[config.mk]
export PLATFORM = sky130hd
export DESIGN_NAME = lzc_norm_pipe
export DESIGN_NICKNAME = d
export VERILOG_FILES = /design/src/rtl/lzc_norm_pipe.sv
export SDC_FILE = /design/constraint.sdc
export NUM_CORES = 1
export LEC_CHECK = 0
export BUFFER_PORTS_ARGS = -buffer_cell sky130_fd_sc_hd__buf_2
export CAP_MARGIN = 5
export CORE_MARGIN = 3
export CORE_UTILIZATION = 40
export DETAILED_ROUTE_END_ITERATION = 6
export PLACE_DENSITY = 0.59
export SLEW_MARGIN = 20
export SYNTH_ARGS = -nofsm -noshare
export SYNTH_HDL_FRONTEND = slang
export SYNTH_SLANG_ARGS = --single-unit
[constraint.sdc]
create_clock -name clk -period 2.3 [get_ports clk]
set_input_delay 0.46 -clock clk [delete_from_list [all_inputs] [get_ports clk]]
set_output_delay 0.46 -clock clk [all_outputs]
set_load 0.02 [all_outputs]
[src/rtl/lzc_norm_pipe.sv]
// ---------------------------------------------------------------------------
// lzc_norm_pipe
//   Two-stage pipelined normalizer. Stage 1 captures the operand together with
//   its leading-zero count; stage 2 left-shifts the operand by that count so
//   the result's MSB is 1. An all-zero operand yields count WIDTH, data 0 and
//   the zero flag set. Valid/ready handshakes on both sides run at full
//   throughput and are safe under backpressure. At most two operands are in
//   flight, and results leave in strict FIFO order.
//
// Optional feature (compile-time macro LZC_NORM_CNT_EN):
//   When defined, adds port zero_total. This is a saturating 32-bit count of
//   accepted all-zero operands, and it is cleared only by reset_n.
//
// Ports
//   clk        in   1      clock; all state changes on the rising edge
//   reset_n    in   1      asynchronous active-low reset
//   in_valid   in   1      upstream operand valid
//   in_ready   out  1      block can accept an operand this cycle
//   in_data    in   WIDTH  operand, MSB = bit WIDTH-1
//   out_valid  out  1      normalized result valid
//   out_ready  in   1      downstream accepts result
//   out_data   out  WIDTH  in_data << zcnt, zero-filled
//   out_zcnt   out  CW     leading-zero count, 0..WIDTH
//   out_zero   out  1      operand was all zeros
//   zero_total out  32     (LZC_NORM_CNT_EN only) accepted all-zero operands
// ---------------------------------------------------------------------------
module lzc_norm_pipe #(
  parameter  int WIDTH = 32,
  localparam int CW    = $clog2(WIDTH + 1)
) (
  input  logic             clk,
  input  logic             reset_n,
  input  logic             in_valid,
  output logic             in_ready,
  input  logic [WIDTH-1:0] in_data,
  output logic             out_valid,
  input  logic             out_ready,
  output logic [WIDTH-1:0] out_data,
  output logic [CW-1:0]    out_zcnt,
  output logic             out_zero
`ifdef LZC_NORM_CNT_EN
  ,
  output logic [31:0]      zero_total
`endif
);

  logic             r_s1_valid;
  logic [WIDTH-1:0] r_s1_data;
  logic [CW-1:0]    r_s1_cnt;
  logic             r_s2_valid;
  logic [WIDTH-1:0] r_s2_data;
  logic [CW-1:0]    r_s2_cnt;
  logic             r_s2_zero;

  logic [CW-1:0]    w_in_cnt;
  logic             w_in_fire;
  logic             w_s2_adv;

  // Leading-zero count of the incoming operand. The scan runs from the LSB
  // upward, so the last hit is the most significant set bit. No hit at all
  // leaves the all-zero value WIDTH.
  always_comb begin
    w_in_cnt = CW'(WIDTH);
    for (int i = 0; i < WIDTH; i++) begin
      if (in_data[i]) begin
        w_in_cnt = CW'(WIDTH - 1 - i);
      end
    end
  end

  // Stage 2 can take stage 1's operand when it is empty or is emptying this
  // cycle. in_ready therefore depends combinationally on out_ready. There is
  // deliberately no path from in_valid to any output.
  assign w_s2_adv  = r_s1_valid & (~r_s2_valid | out_ready);
  assign in_ready  = ~r_s1_valid | w_s2_adv;
  assign w_in_fire = in_valid & in_ready;

  // Stage 1: operand and count capture.
  always_ff @(posedge clk or negedge reset_n) begin
    if (!reset_n) begin
      r_s1_valid <= 1'b0;
      r_s1_data  <= '0;
      r_s1_cnt   <= '0;
    end else begin
      if (w_in_fire) begin
        r_s1_valid <= 1'b1;
        r_s1_data  <= in_data;
        r_s1_cnt   <= w_in_cnt;
      end else if (w_s2_adv) begin
        r_s1_valid <= 1'b0;
      end
    end
  end

  // Stage 2: normalize. A shift by WIDTH (all-zero operand) naturally gives 0.
  // The registers only load on an advance, so a stalled result stays put.
  always_ff @(posedge clk or negedge reset_n) begin
    if (!reset_n) begin
      r_s2_valid <= 1'b0;
      r_s2_data  <= '0;
      r_s2_cnt   <= '0;
      r_s2_zero  <= 1'b0;
    end else begin
      if (w_s2_adv) begin
        r_s2_valid <= 1'b1;
        r_s2_data  <= r_s1_data << r_s1_cnt;
        r_s2_cnt   <= r_s1_cnt;
        r_s2_zero  <= (r_s1_cnt == CW'(WIDTH));
      end else if (out_ready) begin
        r_s2_valid <= 1'b0;
      end
    end
  end

  assign out_valid = r_s2_valid;
  assign out_data  = r_s2_data;
  assign out_zcnt  = r_s2_cnt;
  assign out_zero  = r_s2_zero;

`ifdef LZC_NORM_CNT_EN
  logic [31:0] r_zero_total;

  // Counts accepted all-zero operands and sticks at the maximum value.
  always_ff @(posedge clk or negedge reset_n) begin
    if (!reset_n) begin
      r_zero_total <= '0;
    end else if (w_in_fire && (in_data == '0) && (r_zero_total != 32'hFFFF_FFFF)) begin
      r_zero_total <= r_zero_total + 32'd1;
    end
  end

  assign zero_total = r_zero_total;
`endif

endmodule
== Word level (Yosys, flattened, before mapping) ==
Cells that the tools add are included.
Widths: inputs -> output; s select.
Operators by class
  equal/unequal tests: 1
  reductions and logical operators: 2
  muxes and demuxes: 36
  shift-type cells: 1
  bitwise operators: 6
Operator list (count)
  $mux 6: 32
  $shl 32x6->32: 1
  $eq 6x6->1 const B: 1
  $mux 1: 4
  $reduce_bool 2->1: 2
  $and 1x1->1: 2
  $not 1->1: 2
  $or 1x1->1: 2
Storage, ports and cells
  bits in registers: 79
  output and inout port bits: 41
  logic and storage cells: 53
  input bits: 36

== Depth between registers and ports, before layout ==
  depth after elaboration: 32
  gate-level depth with buffers: 9
  depth with buffers taken out: 6

== Worst setup path after synthesis ==
OpenSTA, ideal clock, no wires.
  path type: register to register
  from: reg r_s2_valid, in the netlist out_valid
  to: reg r_s1_data[28]
  stages on the path, launching flop included: 6
  setup slack: 410 ps
  path buffers: 1
  arrival time: 1765 ps
  period minus slack after synthesis: 1890 ps
  required time: 2175 ps
  library setup time: 125 ps
  path through: dfrtp_1 > nor2b_1 > nand2_1 > nand2_1 > clkbuf_1 > mux2_2
Between the ends
  cells in the longest elaborated chain, start to end: 5
RTL lines
  start: declaration: RTL line 50  | logic r_s2_valid;
  start signal: assignment: RTL line 99  | r_s2_valid <= 1'b0;
  start signal: assignment: RTL line 105  | r_s2_valid <= 1'b1;
  start signal: assignment: RTL line 110  | r_s2_valid <= 1'b0;
  $not 1->1: RTL line 74  | assign w_s2_adv = r_s1_valid & (~r_s2_valid | out_ready);
  $or 1x1->1: RTL line 74
  $and 1x1->1: RTL line 74
  $or 1x1->1: RTL line 75  | assign in_ready = ~r_s1_valid | w_s2_adv;
  named net in_ready: RTL line 34  | output logic in_ready,
  $and 1x1->1: RTL line 76  | assign w_in_fire = in_valid & in_ready;
  end signal: assignment: RTL line 87  | r_s1_data <= in_data;
  end: declaration: RTL line 48  | logic [WIDTH-1:0] r_s1_data;
The timed path passes the listed nets, and every way through them passes these cells.
A chain may end at the register's enable or synchronous reset.

== Worst setup path in the final report ==
  from: reg r_s1_cnt[1]
  to: reg r_s2_data[30], in the netlist out_data[30]
Between the ends
  cells in the longest elaborated chain, start to end: 1
RTL lines
  start: declaration: RTL line 49  | logic [CW-1:0] r_s1_cnt;
  start signal: assignment: RTL line 88  | r_s1_cnt <= w_in_cnt;
  $shl 32x6->32: RTL line 106  | r_s2_data <= r_s1_data << r_s1_cnt;
  end signal: assignment: RTL line 106
  end: declaration: RTL line 51  | logic [WIDTH-1:0] r_s2_data;
No other way between the ends.

==> results.yml <==
layout:
  n_fill_cell: 1098
  multi_input_comb_area_sq_mm: 0.00270
  area.sequential_sq_mm: 0.00198
  area_growth_syn_to_layout_pct: 21.1
  finalNetCount: 621
  insertedDiodeCount: 0
  final_layout_size_suffix_gt1_frac: 0.319
  final_design_area_no_fill_sq_mm: 0.00593
  final-instance-count-excl-fill: 733
sta:
  finClkSkew_ns: 0.00536
  final-max-slew-violation-count: 0
  final_min_period_over_clock_period: 0.895
  grt_setup_unrepaired: "false"
  fin_tns_setup_ns: 0
  maxSlewHeadroom: 0.337
  timing_hold_violations_final: 0
  finalWorstPathRequiredPeriod_ns: 2.06
  setup-violations-final: 0
  tightest_slew_ns: 0.987
  fmax_ghz: 0.486
yosys:
  synth_largest_area_cell: "sky130_fd_sc_hd__dfrtp_1"
  netlist_area_before_placement_sq_mm: 0.00489
  edff_count_synth: 0
  synthArstFlopShare: 1.00
  synthesis.instances: 494
  number_of_warnings_issued_by_yosys: 0
  synth_top_cells_by_area: "sky130_fd_sc_hd__dfrtp_1 40%, sky130_fd_sc_hd__mux2_2 9.7%, sky130_fd_sc_hd__mux2i_1 6.8%, sky130_fd_sc_hd__mux4_2 4.1%, sky130_fd_sc_hd__nand2_1 4.1%"
  synth.top_cell.area_share: 0.404
  synth.most_common_cell: "sky130_fd_sc_hd__dfrtp_1"
  ys_ff_latch: 79
  synth_cell_types: 56
  synth-seq-area-share: 0.404
  synth_fp_nets: 530
  yosys-top-cells-count: "79 x sky130_fd_sc_hd__dfrtp_1, 54 x sky130_fd_sc_hd__nand2_1, 42 x sky130_fd_sc_hd__mux2_2, 35 x sky130_fd_sc_hd__o21ai_0, 34 x sky130_fd_sc_hd__nor2_1"
  syn_area_per_cell_sq_um: 9.90
  synth_ff_type: "sky130_fd_sc_hd__dfrtp_1"
drt:
  drt_pre_antenna_iters: 4
  totalWireLength_microns: 14100
  wl_per_cell_microns: 19.2
  drt_iter0_markers: 318
  vias_per_cell: 5.81
  ant_nets: 0
  drc_errors: 0
  route.vias.total: 4258
die:
  dieHeight_microns: 117
  floorplan.initialDensity: 0.419
  core.rowCount: 39
  die_area_sq_mm: 0.0136
  core-area_sq_mm: 0.0117
  io_pins: 77
  die_w_microns: 117
worst_hold_path:
  worstHoldPathType: "in -> async"
clock_network:
  cts.sinks: 79
  worstSkewPairLatency_ns: 0.34
  cts_tree: "done"
  hold_buffers: 0
  cts.reportedPaths.clkPinSlew_ns: 0.06
  numCtsBuffers: 9
  htree_num_levels: 3
  maximum_buffer_depth_of_the_clock_tree: 2
  clock_root_buffer: "sky130_fd_sc_hd__clkbuf_16"
job:
  timing.max_cap.violations: 0
placement:
  post-place-cells: 714
  place.gp.congestion: 0.932
  dp.final_hpwl_microns: 10800
  area_after_dpl_sq_mm: 0.00558
  numPortBuffers: 76
global_routing:
  vias_in_the_first_global_route: 4150
  grt_antenna_before_repair: 0
  globalRoute.totalOverflow: 0
  grt.total_usage: 0.216
  grt_max_degree: 48
  global_route_wire_length_before_repair_microns: 22400
power:
  vdd_drop_max_uv: 492
  power_density_of_the_placed_cells_mw_per_mm2: 862
  power_leakage_uw: 0.00262
setup_path:
  worst_ep_required_time_ns: 2.52
  critical_path_class: "reg -> reg"
  timing.critical_path.arrival_ns: 2.28
  cp_max_fo: 12
  critical_path_end_type: "flip-flop"
  setup.worst_path.start_class: "flip-flop"
outcome:
  run_status: "finished clean"
[flip-flops by register name, indices dropped and copies added, names as in the netlist]
| register | count |
|---|---|
| out_data | 32 |
| r_s1_valid | 1 |
| out_zcnt | 6 |
| out_zero | 1 |
| r_s1_cnt | 6 |
| r_s1_data | 32 |
| out_valid | 1 |
[worst paths after layout]
kind | start | end | slack (ns) | cells after the start
hold reg to reg | out_zcnt[1]$_DFFE_PN0P_ | out_zcnt[1]$_DFFE_PN0P_ | 0.47 | 2
setup reg to reg | r_s1_cnt[1]$_DFFE_PN0P_ | out_data[30]$_DFFE_PN0P_ | 0.24 | 6
max in group asynchronous | reset_n | out_data[12]$_DFFE_PN0P_ | 1.54 | 2
min in group clk | in_valid | r_s1_valid$_DFFE_PN0P_ | 0.32 | 2
hold / removal | reset_n | out_data[7]$_DFFE_PN0P_ | 0.11 | 1
setup / recovery | r_s1_cnt[1]$_DFFE_PN0P_ | out_data[30]$_DFFE_PN0P_ | 0.24 | 6
[layer usage]
metal / part of all wire / wire (microns) / up-vias / GRT usage
met5: 0 / 0 / - / 0
met4: 0.031 / 439 / 0 / 0.106
met3: 0.045 / 628 / 27 / 0.0326
met2: 0.44 / 6210 / 130 / 0.323
met1: 0.48 / 6820 / 2063 / 0.305
li1: - / - / 2038 / -
[logic make-up (layout without fill, tap and decap cells)]
logic type,count (synthesis),count (layout),share of synthesized area
flip-flops,79,79,0.404
buffers and inverters,47,143,0.0468
multiplexers,90,90,0.233
AO/OA/AOI/OAI,137,137,0.183
AND/OR/NAND/NOR,141,141,0.133
[worst max-delay path, stage by stage, from the launching register on]
cell	delay [ns]
sky130_fd_sc_hd__dfrtp_4	0.50
sky130_fd_sc_hd__buf_4	0.16
sky130_fd_sc_hd__mux4_1	0.56
sky130_fd_sc_hd__mux2i_1	0.25
sky130_fd_sc_hd__mux2i_1	0.19
sky130_fd_sc_hd__a22oi_1	0.19
sky130_fd_sc_hd__nand2_1	0.08
[cell type report]
type,instances,share of cell area
multi-input cells,368,0.455
clock buffers,10,0.0386
repair buffers,114,0.119
flip-flops and latches,79,0.334
well taps,143,0.0302
clock inverters,6,0.0144
inverters,13,0.00823
[metrics by stage]
step	util	power, uW	hold WS (ns)	setup slack (ns)
after global routing	0.508	5390	0.152	0.0878
after CTS	0.505	5130	0.127	0.0430
after detailed placement	0.478	3610	0.465	0.0484
after floorplan	-	2980	0.164	0.410
final	0.508	5110	0.109	0.241
after global placement	0.478	3580	0.459	0.0875
[placed cells by master, fill, tap and decap left out, types with 4 or more instances in the layout]
| cell | netlist | routed |
|---|---|---|
| sky130_fd_sc_hd__dfrtp_1 | 79 | 77 |
| sky130_fd_sc_hd__a32o_1 | 4 | 4 |
| sky130_fd_sc_hd__a211oi_1 | 9 | 8 |
| sky130_fd_sc_hd__nor2_1 | 34 | 34 |
| sky130_fd_sc_hd__a21oi_1 | 33 | 33 |
| sky130_fd_sc_hd__nand3_1 | 5 | 5 |
| sky130_fd_sc_hd__nand2_1 | 54 | 54 |
| sky130_fd_sc_hd__o21ai_0 | 35 | 35 |
| sky130_fd_sc_hd__a31oi_1 | 6 | 6 |
| sky130_fd_sc_hd__o21ai_1 | 4 | 4 |
| sky130_fd_sc_hd__o22ai_1 | 4 | 4 |
| sky130_fd_sc_hd__mux2i_1 | 33 | 33 |
| sky130_fd_sc_hd__nor4_1 | 7 | 7 |
| sky130_fd_sc_hd__a221o_1 | 5 | 5 |
| sky130_fd_sc_hd__mux2_2 | 42 | 42 |
| sky130_fd_sc_hd__nor3_1 | 15 | 14 |
| sky130_fd_sc_hd__o2bb2ai_1 | 4 | 4 |
| sky130_fd_sc_hd__nand2b_1 | 6 | 6 |
| sky130_fd_sc_hd__mux4_1 | 4 | 4 |
| sky130_fd_sc_hd__a22o_1 | 8 | 8 |
| sky130_fd_sc_hd__inv_1 | 12 | 12 |
| sky130_fd_sc_hd__or4_1 | 4 | 4 |
| sky130_fd_sc_hd__clkbuf_16 | 0 | 9 |
| sky130_fd_sc_hd__buf_2 | 14 | 75 |
| sky130_fd_sc_hd__buf_4 | 1 | 36 |
| sky130_fd_sc_hd__mux4_2 | 9 | 9 |
[power breakdown]
part / internal [uW] / leakage [uW] / switching [uW]
combinational: 745 / 0.00151 / 973
clock: 946 / 0.000148 / 564
sequential: 1650 / 0.000967 / 229
[what timing repair did]
action,4_1_cts,5_1_grt
endpoints found under the setup margin,0,3
resized for setup,0,4
setup buffers,0,3
Note: power is estimated with default switching activity, not from simulation.
